## src/rtl/axi_codes_pkg.sv

```systemverilog
// Shared AXI write-address definitions: descriptor field layout, FSM encoding
// and the largest legal AxSIZE code.
package axi_codes_pkg;

    localparam int DESC_W    = 97;
    localparam int ADDR_LSB  = 0;
    localparam int ADDR_W    = 64;
    localparam int LEN_LSB   = 64;
    localparam int LEN_W     = 8;
    localparam int SIZE_LSB  = 72;
    localparam int SIZE_W    = 3;
    localparam int BURST_LSB = 75;
    localparam int BURST_W   = 2;
    localparam int ID_LSB    = 77;
    localparam int ID_W      = 8;
    localparam int RSVD_LSB  = 85;
    localparam int RSVD_W    = 12;

    localparam logic [2:0] AXI_MAX_SIZE = 3'd6;

    localparam logic [1:0] ST_IDLE  = 2'd0;
    localparam logic [1:0] ST_ISSUE = 2'd1;
    localparam logic [1:0] ST_DROP  = 2'd2;

    function automatic logic size_legal(input logic [SIZE_W-1:0] size);
        return (size <= AXI_MAX_SIZE);
    endfunction

endpackage

```

## src/rtl/aw_arbiter.sv

```systemverilog
// Source arbiter for the AW channel. AW_ROUND_ROBIN_EN selects round-robin
// (search starts at the pointer, which moves past each grant); otherwise
// fixed priority with source 0 highest.
module aw_arbiter #(
    parameter int NUM_SRC = 8,
    parameter int IDX_W   = 3
) (
    input  logic               clk,
    input  logic               reset_n,
    input  logic [NUM_SRC-1:0] i_req,
    input  logic               i_advance,
    output logic [NUM_SRC-1:0] o_grant,
    output logic [IDX_W-1:0]   o_idx
);
    import axi_codes_pkg::*;

    logic             w_found;
    logic [IDX_W-1:0] w_idx;

`ifdef AW_ROUND_ROBIN_EN
    localparam logic [IDX_W-1:0] LAST_IDX = IDX_W'(NUM_SRC - 1);

    logic [IDX_W-1:0] r_ptr;

    // First requester at or after the pointer, wrapping around.
    always_comb begin
        w_found = 1'b0;
        w_idx   = '0;
        for (int k = 0; k < NUM_SRC; k++) begin
            int c;
            c = (int'(r_ptr) + k) % NUM_SRC;
            if (!w_found && i_req[c]) begin
                w_found = 1'b1;
                w_idx   = IDX_W'(c);
            end else begin
                w_idx   = w_idx;
            end
        end
    end

    // Pointer moves to the source after the one just granted.
    always_ff @(posedge clk or negedge reset_n) begin
        if (!reset_n) begin
            r_ptr <= '0;
        end else if (i_advance) begin
            r_ptr <= (w_idx == LAST_IDX) ? '0 : (w_idx + IDX_W'(1));
        end else begin
            r_ptr <= r_ptr;
        end
    end
`else
    logic w_unused_ok;

    // Lowest-numbered requester wins.
    always_comb begin
        w_found = |i_req;
        w_idx   = '0;
        for (int k = NUM_SRC - 1; k >= 0; k--) begin
            if (i_req[k]) begin
                w_idx = IDX_W'(k);
            end else begin
                w_idx = w_idx;
            end
        end
    end

    assign w_unused_ok = ^{clk, reset_n, i_advance};
`endif

    assign o_idx   = w_idx;
    assign o_grant = w_found ? ({{(NUM_SRC-1){1'b0}}, 1'b1} << w_idx) : '0;

endmodule

```

## src/rtl/aw_channel.sv

```systemverilog
// AXI write-address issue: pops descriptors from per-source FIFOs, drives AW,
// forwards accepted descriptors to the W channel. AW_ROUND_ROBIN_EN selects RR.
module aw_channel #(
    parameter int NUM_SRC         = 8,
    parameter int DESC_W          = 97,
    parameter int MAX_OUTSTANDING = 8
) (
    input  logic                      clk,
    input  logic                      reset_n,
    input  logic [NUM_SRC-1:0]        req_fifo_empty,
    input  logic [NUM_SRC*DESC_W-1:0] req_fifo_rdata,
    output logic [NUM_SRC-1:0]        rd_req_fifo,
    output logic                      awvalid,
    input  logic                      awready,
    output logic [63:0]               awaddr,
    output logic [7:0]                awlen,
    output logic [2:0]                awsize,
    output logic [1:0]                awburst,
    output logic [7:0]                awid,
    input  logic                      axi_conv_fifo_full,
    output logic                      wr_axi_conv_fifo,
    output logic [DESC_W-1:0]         axi_conv_fifo_wrdata,
    input  logic                      bvalid,
    input  logic                      bready,
    output logic                      illegal_size,
    output logic [3:0]                outstanding_cnt
);
    import axi_codes_pkg::*;

    localparam int         IDX_W   = (NUM_SRC > 1) ? $clog2(NUM_SRC) : 1;
    localparam logic [3:0] MAX_CNT = 4'(MAX_OUTSTANDING);

    logic [1:0]         r_state;
    logic [DESC_W-1:0]  r_desc;
    logic               r_awvalid;
    logic               r_illegal;
    logic [3:0]         r_cnt;
    logic               w_can_grant;
    logic               w_fire;
    logic               w_aw_hs;
    logic               w_b_hs;
    logic [NUM_SRC-1:0] w_req;
    logic [NUM_SRC-1:0] w_grant;
    logic [IDX_W-1:0]   w_idx;
    logic [DESC_W-1:0]  w_sel_desc;

    // W-FIFO space is reserved at grant; this block is that FIFO's only writer.
    assign w_can_grant = reset_n && (r_state == ST_IDLE) && !axi_conv_fifo_full
                         && (r_cnt < MAX_CNT);
    assign w_req       = ~req_fifo_empty & {NUM_SRC{w_can_grant}};
    assign w_fire      = |w_grant;
    assign w_aw_hs     = r_awvalid & awready;
    assign w_b_hs      = bvalid & bready & (r_cnt != 4'd0);

    aw_arbiter #(
        .NUM_SRC (NUM_SRC),
        .IDX_W   (IDX_W)
    ) u_arb (
        .clk       (clk),
        .reset_n   (reset_n),
        .i_req     (w_req),
        .i_advance (w_fire),
        .o_grant   (w_grant),
        .o_idx     (w_idx)
    );

    // Head descriptor of the granted source.
    always_comb begin
        w_sel_desc = '0;
        for (int n = 0; n < NUM_SRC; n++) begin
            w_sel_desc = w_sel_desc
                       | (req_fifo_rdata[n*DESC_W +: DESC_W] & {DESC_W{w_idx == IDX_W'(n)}});
        end
    end

    // Issue FSM: capture on grant, hold AW until accepted, or drop bad sizes.
    always_ff @(posedge clk or negedge reset_n) begin
        if (!reset_n) begin
            r_state   <= ST_IDLE;
            r_desc    <= '0;
            r_awvalid <= 1'b0;
            r_illegal <= 1'b0;
        end else begin
            r_illegal <= 1'b0;
            case (r_state)
                ST_IDLE: begin
                    if (w_fire) begin
                        r_desc <= w_sel_desc;
                        if (size_legal(w_sel_desc[SIZE_LSB +: SIZE_W])) begin
                            r_state   <= ST_ISSUE;
                            r_awvalid <= 1'b1;
                        end else begin
                            r_state   <= ST_DROP;
                            r_illegal <= 1'b1;
                        end
                    end else begin
                        r_state <= ST_IDLE;
                    end
                end
                ST_ISSUE: begin
                    if (awready) begin
                        r_state   <= ST_IDLE;
                        r_awvalid <= 1'b0;
                    end else begin
                        r_state <= ST_ISSUE;
                    end
                end
                ST_DROP: begin
                    r_state <= ST_IDLE;
                end
                default: begin
                    r_state   <= ST_IDLE;
                    r_awvalid <= 1'b0;
                end
            endcase
        end
    end

    // In-flight bursts: up on AW handshake, down on B; stray B beats ignored.
    always_ff @(posedge clk or negedge reset_n) begin
        if (!reset_n) begin
            r_cnt <= 4'd0;
        end else begin
            case ({w_aw_hs, w_b_hs})
                2'b10: begin
                    if (r_cnt < MAX_CNT) begin
                        r_cnt <= r_cnt + 4'd1;
                    end else begin
                        r_cnt <= r_cnt;
                    end
                end
                2'b01:   r_cnt <= r_cnt - 4'd1;
                default: r_cnt <= r_cnt;
            endcase
        end
    end

    assign rd_req_fifo          = w_grant;
    assign awvalid              = r_awvalid;
    assign awaddr               = r_desc[ADDR_LSB +: ADDR_W];
    assign awlen                = r_desc[LEN_LSB +: LEN_W];
    assign awsize               = r_desc[SIZE_LSB +: SIZE_W];
    assign awburst              = r_desc[BURST_LSB +: BURST_W];
    assign awid                 = r_desc[ID_LSB +: ID_W];
    assign wr_axi_conv_fifo     = w_aw_hs;
    assign axi_conv_fifo_wrdata = r_desc;
    assign illegal_size         = r_illegal;
    assign outstanding_cnt      = r_cnt;

endmodule

```

## config.mk

```make
export PLATFORM = sky130hd
export DESIGN_NAME = aw_channel
export DESIGN_NICKNAME = d
export VERILOG_FILES = /design/src/rtl/axi_codes_pkg.sv /design/src/rtl/aw_arbiter.sv /design/src/rtl/aw_channel.sv
export SDC_FILE = /design/constraint.sdc
export NUM_CORES = 1
export LEC_CHECK = 0
export BUFFER_PORTS_ARGS = -buffer_cell sky130_fd_sc_hd__buf_4
export CAP_MARGIN = 20
export CELL_PAD_IN_SITES_DETAIL_PLACEMENT = 0
export CELL_PAD_IN_SITES_GLOBAL_PLACEMENT = 2
export CORE_AREA = 2 2 385 387
export CTS_CLUSTER_DIAMETER = 60
export CTS_CLUSTER_SIZE = 30
export DETAILED_ROUTE_END_ITERATION = 16
export DIE_AREA = 0 0 387 389
export PLACE_DENSITY_LB_ADDON = 0.1
export SLEW_MARGIN = 20
export SYNTH_ARGS = -nofsm -noshare
export SYNTH_HDL_FRONTEND = slang
export SYNTH_SLANG_ARGS = --single-unit
```

## constraint.sdc

```tcl
create_clock -name clk -period 3.1 [get_ports clk]
set_clock_uncertainty 0.15 [all_clocks]
set_input_delay 0 -clock clk [delete_from_list [all_inputs] [get_ports clk]]
set_output_delay 0 -clock clk [all_outputs]
set_load 0.01 [all_outputs]
```

==> impl_metrics.tcl, run 1 <==
set metrics [dict create \
    period_minus_slack_ps 3100 \
    cp.required_ps 3240 \
    synth_cell_types 48 \
    grt_pass1_wl_um 143000 \
    hold_ws_ps -25.0 \
    status "complete, but fails checks" \
    clk_latency_ps 430 \
    hold_viol_final 1 \
    synthToLayoutAreaGrowth_pct 189 \
    worst_pin_slew_ps 1040 \
    multiInputGateArea_um2 5150 \
    synth_cells 1175 \
    drv_cap 0 \
    drc 0 \
    drtIter0Drc 1234 \
    final.setup.tns_ps 0 \
    slew_headroom_pct 30.6 \
    grt_max_degree 93 \
    io_pins 987 \
    r2r_end "axi_conv_fifo_wrdata[24]" \
    syn_area_per_cell_um2 7.70 \
    worst_hold_path_type "in -> reg" \
    placed_cells 3927 \
    grt_pass1_vias 17900 \
    synth_ff_type "dfrtp_1" \
    nFillCells 16600 \
    cts_max_level 3 \
    cellLeakagePower_nw 11.6 \
    ir_drop_v 0.000291 \
    r2r-start "illegal_size" \
    fin_area_um2 26200 \
    wl_per_cell_um 24.4 \
    p_per_area_nw_per_um2 396 \
    rsz0062_at_grt "yes" \
    start_util_pct 6.17 \
    die_w_um 387 \
    vias 16600 \
    dp_hpwl_um 85000 \
    synth_fa_ha_area_share_pct 0.498 \
    core_area_um2 147000 \
    startpoint_type "register" \
    port_buffers 986 \
    setup_viol 0 \
    synthesis.area_um2 9050 \
    cp-end-kind "register" \
    numCtsBuffers 9 \
    worst_path_max_delay_cell "a222oi_1" \
    critPathMaxFanout 11 \
    synth_top_family_by_area "compound AO/OA/AOI/OAI gates" \
    first_pass_iters 9 \
    dp_slack_ps -67.7 \
    worstPathCellList "or3b_4, nor2_4, o21ai_4, buf_12, clkbuf_16, a222oi_1, nor2_1, a211oi_1, a21oi_1" \
    synth_top_area_share_pct 28.8 \
    vias_per_cell 3.54 \
    period_share_pct 99.8 \
    synth.largest_area_cell "dfrtp_1" \
    yosysSeqAreaShare_pct 28.8 \
    numClockSinks 104 \
    cp.arrival_ps 3230 \
    ys_async_sr_fraction_pct 100 \
    setup_ws_ps 4.95 \
    die-height_um 389 \
    reg2reg_slack_ps 5 \
    die_area_um2 151000 \
    stdcell_count 4679 \
    muxShareOfSynthArea_pct 0.221 \
    grt_use_total_pct 13.6 \
    yosys_register_bits 104 \
    cts_root_buffer "clkbuf_16" \
    nets 3520 \
    drive_above_1_share_pct 41.1 \
    path_class "reg -> reg" \
    syn_nets 1968 \
    max_freq_ghz 0.323 \
    ant_nets 0 \
    reg2regPathDepth 9 \
    drv_slew 0 \
    synth_edf_count 0 \
    synthSimpleGateAreaFrac_pct 11.4 \
    clk_pin_slew_ps 100 \
    place_area_um2 18300 \
    synth_compound_area_share_pct 42.0 \
    final-seq-area_um2 2610 \
    detail_route.wirelength_um 114000 \
    ys_warn_count 0 \
    gp_congestion 0.781 \
    critPathMaxStageDelay_ps 810 \
    yosys-top-cells-area "dfrtp_1 29%, a222oi_1 21%, nor2_1 8.5%" \
    violations "negative hold slack" \
    critPathLaunch "illegal_size" \
    grt_antenna_before_repair 57 \
    gr-total-overflow 0 \
    synth_xor_area_share_pct 0.194 \
    endpoint "axi_conv_fifo_wrdata[24]" \
    clock_path_buffers 2 \
    rows 141 \
    cts_tree "done" \
]
## synthesized netlist by cell type, types with 2 or more instances
cell type,count
a211oi_1,95
a21o_1,3
a21oi_1,106
a221oi_1,2
a222oi_1,188
a31oi_1,3
and2_1,5
buf_2,42
buf_4,90
clkbuf_1,69
dfrtp_1,104
ha_1,2
inv_1,101
mux2i_1,2
nand2_1,13
nand3_1,8
nand4_1,3
nor2_1,204
nor2b_1,3
nor3_1,2
nor4_1,2
o21ai_0,85
o21ai_1,17
o31ai_1,2
## routing by layer
metal | wire length, um | track usage, % | vias to the layer above
met3 | 7340 | 3.71 | 110
li1 | - | - | 7604
met1 | 46200 | 15.7 | 8059
met4 | 2440 | 3.39 | 44
met2 | 57800 | 24.7 | 753
met5 | 297 | 0 | -
## worst max-delay path, delay by kind of cell (launching register included)
family	cells	cell delay (ps)
buffers and inverters	2	350
AO/OA/AOI/OAI	4	1260
AND/OR/NAND/NOR	3	710
flip-flops	1	460
## report_power, final
group          switching, mW  internal, mW
Combinational           2.62          3.31
Clock                  0.758         0.642
Sequential              1.02          2.01
Total                   4.40          5.96
## sequential cells by signal, indices dropped and copies added, names as in the netlist
register and count:
outstanding_cnt 4, illegal_size 1, awvalid 1, axi_conv_fifo_wrdata 97, r_state 1
## worst min path at each step
stage                                    from                  endpoint  slack (ps)  cells past startpoint
final                     req_fifo_rdata[418]  axi_conv_fifo_wrdata[30]         -30                      5
after floorplan                       reset_n                   awvalid        -450                      0
after global routing      req_fifo_rdata[418]  axi_conv_fifo_wrdata[30]          10                      5
after global placement                reset_n                   awvalid        -340                      1
after detailed placement              reset_n                   awvalid        -340                      1
after CTS                 req_fifo_rdata[630]  axi_conv_fifo_wrdata[48]         0.9                      5
## per-stage QoR
step	util, %	power (mW)
after CTS	17.4	10.6
after global routing	17.9	11.1
final	17.9	10.4
after detailed placement	12.5	8.21
after floorplan	-	5.02
after global placement	12.5	8.26
## placed cells by master, fill, tap and decap left out, types with 2 or more instances in the layout
cell,instances
o31ai_1,2
a211oi_1,69
clkbuf_16,21
nor2b_1,2
diode_2,17
buf_6,3
a21oi_1,105
a222oi_1,188
a21o_1,3
a31oi_1,2
nand3_2,2
o21ai_1,18
and2_4,2
buf_4,1024
a221oi_1,2
and2_1,3
nand4_1,3
inv_1,101
nor3_1,2
buf_12,19
a211oi_2,27
o21ai_0,83
clkbuf_8,4
ha_1,2
mux2i_1,2
dlymetal6s4s_1,5
nand3_1,6
nor2_4,2
dfrtp_2,2
nand2_1,12
nor2_1,202
a21oi_4,2
nor4_1,2
dfrtp_1,102
dlygate4sd3_1,680
## cells by family after synthesis
group,count (synthesis)
AO/OA/AOI/OAI,511
XOR/XNOR,2
adder cells (fa/ha/maj),3
buffers and inverters,304
flip-flops,104
multiplexers,2
AND/OR/NAND/NOR,249
## final cells by class
| class | instances | share of cell area (%) |
|---|---|---|
| multi-input cells | 767 | 19.7 |
| diodes | 17 | 0.162 |
| inverters | 101 | 1.45 |
| repair buffers | 1744 | 58.4 |
| flip-flops and latches | 104 | 9.95 |
| well taps | 1930 | 9.22 |
| clock buffers | 13 | 1.07 |
| clock inverters | 3 | 0.0860 |
## what timing repair did
| action | in CTS | in global routing |
|---|---|---|
| pin swaps | 2 | 15 |
| setup buffers | 2 | 19 |
| setup endpoints to repair | 1 | 44 |
| endpoints found under the hold margin | 130 | 6 |
| hold buffers | 681 | 11 |
| gates resized for setup | 0 | 43 |
| gates cloned | 0 | 13 |
(Power assumes the default switching activity.)
==> run 2: changes to the inputs <==
==> constraint.sdc (replaced) <==
create_clock -name clk -period 3.1 [get_ports clk]
set_clock_uncertainty 0.15 [all_clocks]
set_input_delay 0 -clock clk [delete_from_list [all_inputs] [get_ports clk]]
set_output_delay 0 -clock clk [all_outputs]
set_load 0.02 [all_outputs]
==> run 2 against run 1 <==
The run still ends with negative hold slack left. Core utilization is the same. Non-clock buffer count did not move. Count of clock-buffer cells in the layout unchanged. Global-route usage unchanged. Die area is the same. Hold slack about the same. Total power rose by 9.5%. Largest cell class unchanged. First-iteration DRC count decreased by 0.16%. Critical path depth did not move. Sequential power about the same. Design area is the same. Setup slack hardly changed.
==> impl_metrics.tcl, run 2 (same netlist as run 1, synthesis figures left out) <==
set metrics [dict create \
    grt_use_total_pct 13.6 \
    utilization_pct 17.9 \
    crit_family "compound AO/OA/AOI/OAI gates" \
    path_buf_inv 2 \
    io_pins 987 \
    clk_pin_slew_ps 100 \
    critPathMaxStageDelay_ps 810 \
    grt_pass1_wl_um 143000 \
    nFillCells 16600 \
    ant_nets 0 \
    clk_latency_ps 430 \
    cts_max_level 3 \
    status "complete, but fails checks" \
    period_share_pct 99.8 \
    cellLeakagePower_nw 11.6 \
    max_freq_ghz 0.323 \
    clock_path_buffers 2 \
    layout_commonest_cell "buf_4" \
    drtIter0Drc 1232 \
    detail_route.wirelength_um 114000 \
    gr-total-overflow 0 \
    first_pass_iters 9 \
    hold_viol_final 1 \
    rsz0062_at_grt "yes" \
    drv_slew 0 \
    grt_pass1_vias 17900 \
    final_cell_mix "1,024 x buf_4, 680 x dlygate4sd3_1, 202 x nor2_1" \
    worst_path_max_delay_cell "a222oi_1" \
    cp.arrival_ps 3230 \
    cts_root_buffer "clkbuf_16" \
    cp.required_ps 3240 \
    numCtsBuffers 9 \
    core_area_um2 147000 \
    period_minus_slack_ps 3100 \
    p_per_area_nw_per_um2 433 \
    dp_hpwl_um 85000 \
    cts_tree "done" \
    start_util_pct 6.17 \
    numClockSinks 104 \
    vias 16600 \
    wl_per_cell_um 24.4 \
    drc 0 \
    die_w_um 387 \
    drive_above_1_share_pct 41.1 \
    nets 3520 \
    startpoint_type "register" \
    grt_max_degree 93 \
    die-height_um 389 \
    critPathMaxFanout 11 \
    port_buffers 986 \
    ir_drop_v 0.000291 \
    worst_hold_path_type "in -> reg" \
    largest_reg_flops 97 \
    worstPathCellList "or3b_4, nor2_4, o21ai_4, buf_12, clkbuf_16, a222oi_1, nor2_1, a211oi_1, a21oi_1" \
    rows 141 \
    setup_viol 0 \
    path_class "reg -> reg" \
    drv_cap 0 \
    gp_congestion 0.781 \
    die_area_um2 151000 \
    grt_antenna_before_repair 57 \
    synthToLayoutAreaGrowth_pct 189 \
    vias_per_cell 3.55 \
    slew_headroom_pct 30.6 \
    hold_ws_ps -25.0 \
    violations "negative hold slack" \
    worst_pin_slew_ps 1040 \
    cp-end-kind "register" \
]
-- run 2: cell counts in the layout (fill, tap and decap cells not counted) --
Identical to the previous run, type by type.
-- run 2: repair_timing --
action / in CTS / in global routing
setup buffers: 2 / 19
pin swaps: 2 / 15
gates cloned: 0 / 13
endpoints found under the hold margin: 130 / 6
endpoints found under the setup margin: 1 / 44
gates resized for setup: 0 / 43
hold buffers: 681 / 11
-- run 2: worst min-delay path, cell delays in order --
cell and delay, ps:
buf_4 110, a222oi_1 90, nor2_1 110, a211oi_1 60, a21oi_1 130
-- run 2: worst paths after layout --
kind / start / endpoint / slack [ps] / cells past startpoint
max in group asynchronous: reset_n / axi_conv_fifo_wrdata[58] / 1460 / 4
worst min-delay path: req_fifo_rdata[418] / axi_conv_fifo_wrdata[30] / -20 / 5
worst min register to register: axi_conv_fifo_wrdata[88] / axi_conv_fifo_wrdata[88] / 390 / 2
worst max register to register: illegal_size / axi_conv_fifo_wrdata[24] / 5 / 9
worst max-delay path: illegal_size / axi_conv_fifo_wrdata[24] / 5 / 9
min in group asynchronous: reset_n / axi_conv_fifo_wrdata[73] / 200 / 3
-- run 2: area by class of cell --
class | count | area (um2) | area share, %
repair buffers | 1744 | 15300 | 58.4
multi-input cells | 767 | 5150 | 19.7
flip-flops and latches | 104 | 2610 | 9.95
well taps | 1930 | 2410 | 9.22
inverters | 101 | 379 | 1.45
clock buffers | 13 | 280 | 1.07
diodes | 17 | 42.5 | 0.162
clock inverters | 3 | 22.5 | 0.0860
-- run 2: per-stage QoR --
stage	power, mW	cell area [um2]	instances	TNS, ps	setup WS (ps)
detailed placement	9.19	18300	3927	-67.7	-67.7
finish	11.3	26200	4679	0	4.99
floorplan	5.97	9050	1175	0	751
CTS	11.5	25400	4626	0	2.85
global placement	9.23	18300	3927	-22.7	-22.7
global route	12.1	26200	4672	-203	-47.7
-- run 2: layer usage --
layer / GRT usage, % / part of all wire, % / up-vias
met5: 0 / 0.26 / -
met1: 15.7 / 41 / 8074
met2: 24.7 / 51 / 756
met4: 3.39 / 2.1 / 44
met3: 3.71 / 6.4 / 110
li1: - / - / 7606
-- run 2: report_power, final --
part	internal (mW)	switching, mW	total, mW	leakage [nW]
logic	3.35	3.56	6.91	10.3
registers	2.01	1.02	3.03	1.16
clock network	0.642	0.759	1.40	0.152
total	6.00	5.34	11.3	11.6
==> run 3: changes to the inputs <==
--- a/config.mk
+++ b/config.mk
@@ -15,6 +15,7 @@
 export DETAILED_ROUTE_END_ITERATION = 16
 export DIE_AREA = 0 0 387 389
 export PLACE_DENSITY_LB_ADDON = 0.1
+export REMOVE_ABC_BUFFERS = 1
 export SLEW_MARGIN = 20
 export SYNTH_ARGS = -nofsm -noshare
 export SYNTH_HDL_FRONTEND = slang
==> constraint.sdc (replaced) <==
create_clock -name clk -period 3.3 [get_ports clk]
set_clock_uncertainty 0.15 [all_clocks]
set_input_delay 0 -clock clk [delete_from_list [all_inputs] [get_ports clk]]
set_output_delay 0 -clock clk [all_outputs]
set_load 0.02 [all_outputs]
==> run 3 against run 2 <==
Wire length shrank 7.6%. The run still ends with negative hold slack left. Largest cell class unchanged. Setup slack gained 140 ps. Register-to-register slack improved by 140 ps. Sequential share of layout area is 0.69 points higher. Largest power group unchanged. Total power fell by 6.9%. Sequential power down 6%. Combinational power down 8.8%.
==> impl_metrics.tcl, run 3 (same netlist as run 1, synthesis figures left out) <==
set metrics [dict create \
    status "complete, but fails checks" \
    violations "negative hold slack" \
    reg2regPathDepth 10 \
    layout_commonest_cell "buf_4" \
    placed_cells 3939 \
    hold_viol_final 1 \
    setup_ws_ps 150 \
    reg2reg_slack_ps 150 \
    clk_latency_ps 430 \
    critPathMaxFanout 30 \
    first_pass_iters 9 \
    worst_path_max_delay_cell "dlygate4sd3_1" \
    largest_reg_flops 97 \
    grt_pass1_vias 17500 \
    dp_hpwl_um 83500 \
    wl_per_cell_um 23.3 \
    cp.required_ps 3450 \
    cellLeakagePower_nw 10.8 \
    r2r_end "axi_conv_fifo_wrdata[80]" \
    vias 16000 \
    numCtsBuffers 9 \
    rows 141 \
    grt_use_total_pct 13.3 \
    port_buffers 986 \
    path_class "reg -> reg" \
    worst_pin_slew_ps 841 \
    period_share_pct 95.5 \
    worstPathCellList "nand4bb_2, nor2_4, and2_4, buf_12, buf_4, a222oi_1, o21ai_1, dlygate4sd3_1, a211oi_1, a21oi_1" \
    min_path_cells 5 \
    cts_root_buffer "clkbuf_16" \
    numClockSinks 104 \
    die_area_um2 151000 \
    die_w_um 387 \
    worst_hold_path_type "in -> reg" \
    period_minus_slack_ps 3150 \
    stdcell_count 4529 \
    rsz0062_at_grt "no" \
    die-height_um 389 \
    max_freq_ghz 0.317 \
    slew_headroom_pct 43.9 \
    drc 0 \
    drv_slew 0 \
    vias_per_cell 3.52 \
    drtIter0Drc 1362 \
    core_area_um2 147000 \
    startpoint_type "register" \
    ir_drop_v 0.000240 \
    gr-total-overflow 0 \
    cts_tree "done" \
    utilization_pct 16.7 \
    drv_cap 0 \
    dp_slack_ps -43.4 \
    setup_viol 0 \
    clk_pin_slew_ps 80 \
    final_cell_mix "1,020 x buf_4, 559 x dlygate4sd3_1, 202 x nor2_1" \
    cp-end-kind "register" \
    gp_congestion 0.819 \
    cts_max_level 3 \
    nets 3379 \
    min_from "req_fifo_rdata[598]" \
    grt_pass1_wl_um 140000 \
    r2r-start "outstanding_cnt[3]" \
    grt_antenna_before_repair 19 \
    nFillCells 16800 \
    grt_max_degree 70 \
    critPathMaxStageDelay_ps 580 \
    p_per_area_nw_per_um2 431 \
    synthToLayoutAreaGrowth_pct 171 \
    hold_path_end "axi_conv_fifo_wrdata[16]" \
    hold_ws_ps -50.2 \
    final.setup.tns_ps 0 \
    ant_nets 0 \
    start_util_pct 6.17 \
    clock_path_buffers 2 \
    cp.arrival_ps 3300 \
    io_pins 987 \
    drive_above_1_share_pct 41.8 \
    detail_route.wirelength_um 106000 \
]
[run 3: cell count changes in the layout (fill, tap and decap cells not counted), moves of 2 or more]
| cell | change |
|---|---|
| a211oi_1 | +23 |
| a211oi_2 | -23 |
| buf_4 | -4 |
| bufinv_16 | +2 |
| clkbuf_1 | +2 |
| clkbuf_16 | -10 |
| diode_2 | -9 |
| dlygate4sd3_1 | -121 |
| dlymetal6s4s_1 | -5 |
| nand3_1 | +2 |
| nand3_2 | -2 |
[run 3: where the power goes]
part	switching [mW]	leakage [nW]	total [mW]	internal, mW
clock network	0.696	0.163	1.43	0.732
logic	3.23	9.52	6.30	3.06
registers	0.948	1.16	2.84	1.89
[run 3: layer usage]
metal	global-route usage [%]	up-vias	part of all wire, %
li1	-	7305	-
met1	14.7	7935	39
met2	25.9	645	55
met3	3.09	64	5.3
met4	2.42	8	1.1
met5	0	-	0.044
[run 3: per-stage QoR]
step | power [mW] | instance area [um2]
final | 10.6 | 24500
after global routing | 11.3 | 24500
after CTS | 10.9 | 24400
after detailed placement | 8.65 | 18400
after global placement | 8.70 | 18400
after floorplan | 4.97 | 7900
[run 3: area by class of cell]
| type | instances | area [um2] | share of cell area [%] |
|---|---|---|---|
| tap | 1930 | 2410 | 9.86 |
| sequential | 104 | 2610 | 10.6 |
| clock buffer | 14 | 274 | 1.12 |
| inverter | 101 | 379 | 1.55 |
| multi-input combinational | 767 | 5020 | 20.5 |
| timing repair buffer | 1603 | 13700 | 56.0 |
| antenna | 8 | 20.0 | 0.0817 |
| clock inverter | 2 | 60.1 | 0.245 |
[run 3: worst max path at each step]
stage	cells after the start	from	slack [ps]	end
after detailed placement	8	outstanding_cnt[3]	-40	axi_conv_fifo_wrdata[84]
final	10	outstanding_cnt[3]	150	axi_conv_fifo_wrdata[80]
after CTS	9	outstanding_cnt[3]	20	axi_conv_fifo_wrdata[0]
after global routing	10	outstanding_cnt[3]	2	axi_conv_fifo_wrdata[80]
after global placement	8	outstanding_cnt[3]	20	axi_conv_fifo_wrdata[84]
after floorplan	5	illegal_size	-5770	illegal_size
[run 3: what timing repair did]
item	4_1_cts	5_1_grt
endpoints found under the setup margin	1	74
setup buffers	0	5
endpoints found under the hold margin	146	2
gates resized for setup	1	10
pin swaps	1	7
gates cloned	0	2
hold buffers	558	4
[run 3: critical path: cells and delay by family, from the launching register on]
kind                   cells  cell delay [ps]
AOI/OAI and AO/OA          4              860
DFF                        1              460
and+or+nand+nor            3              550
buffers and inverters      3              940
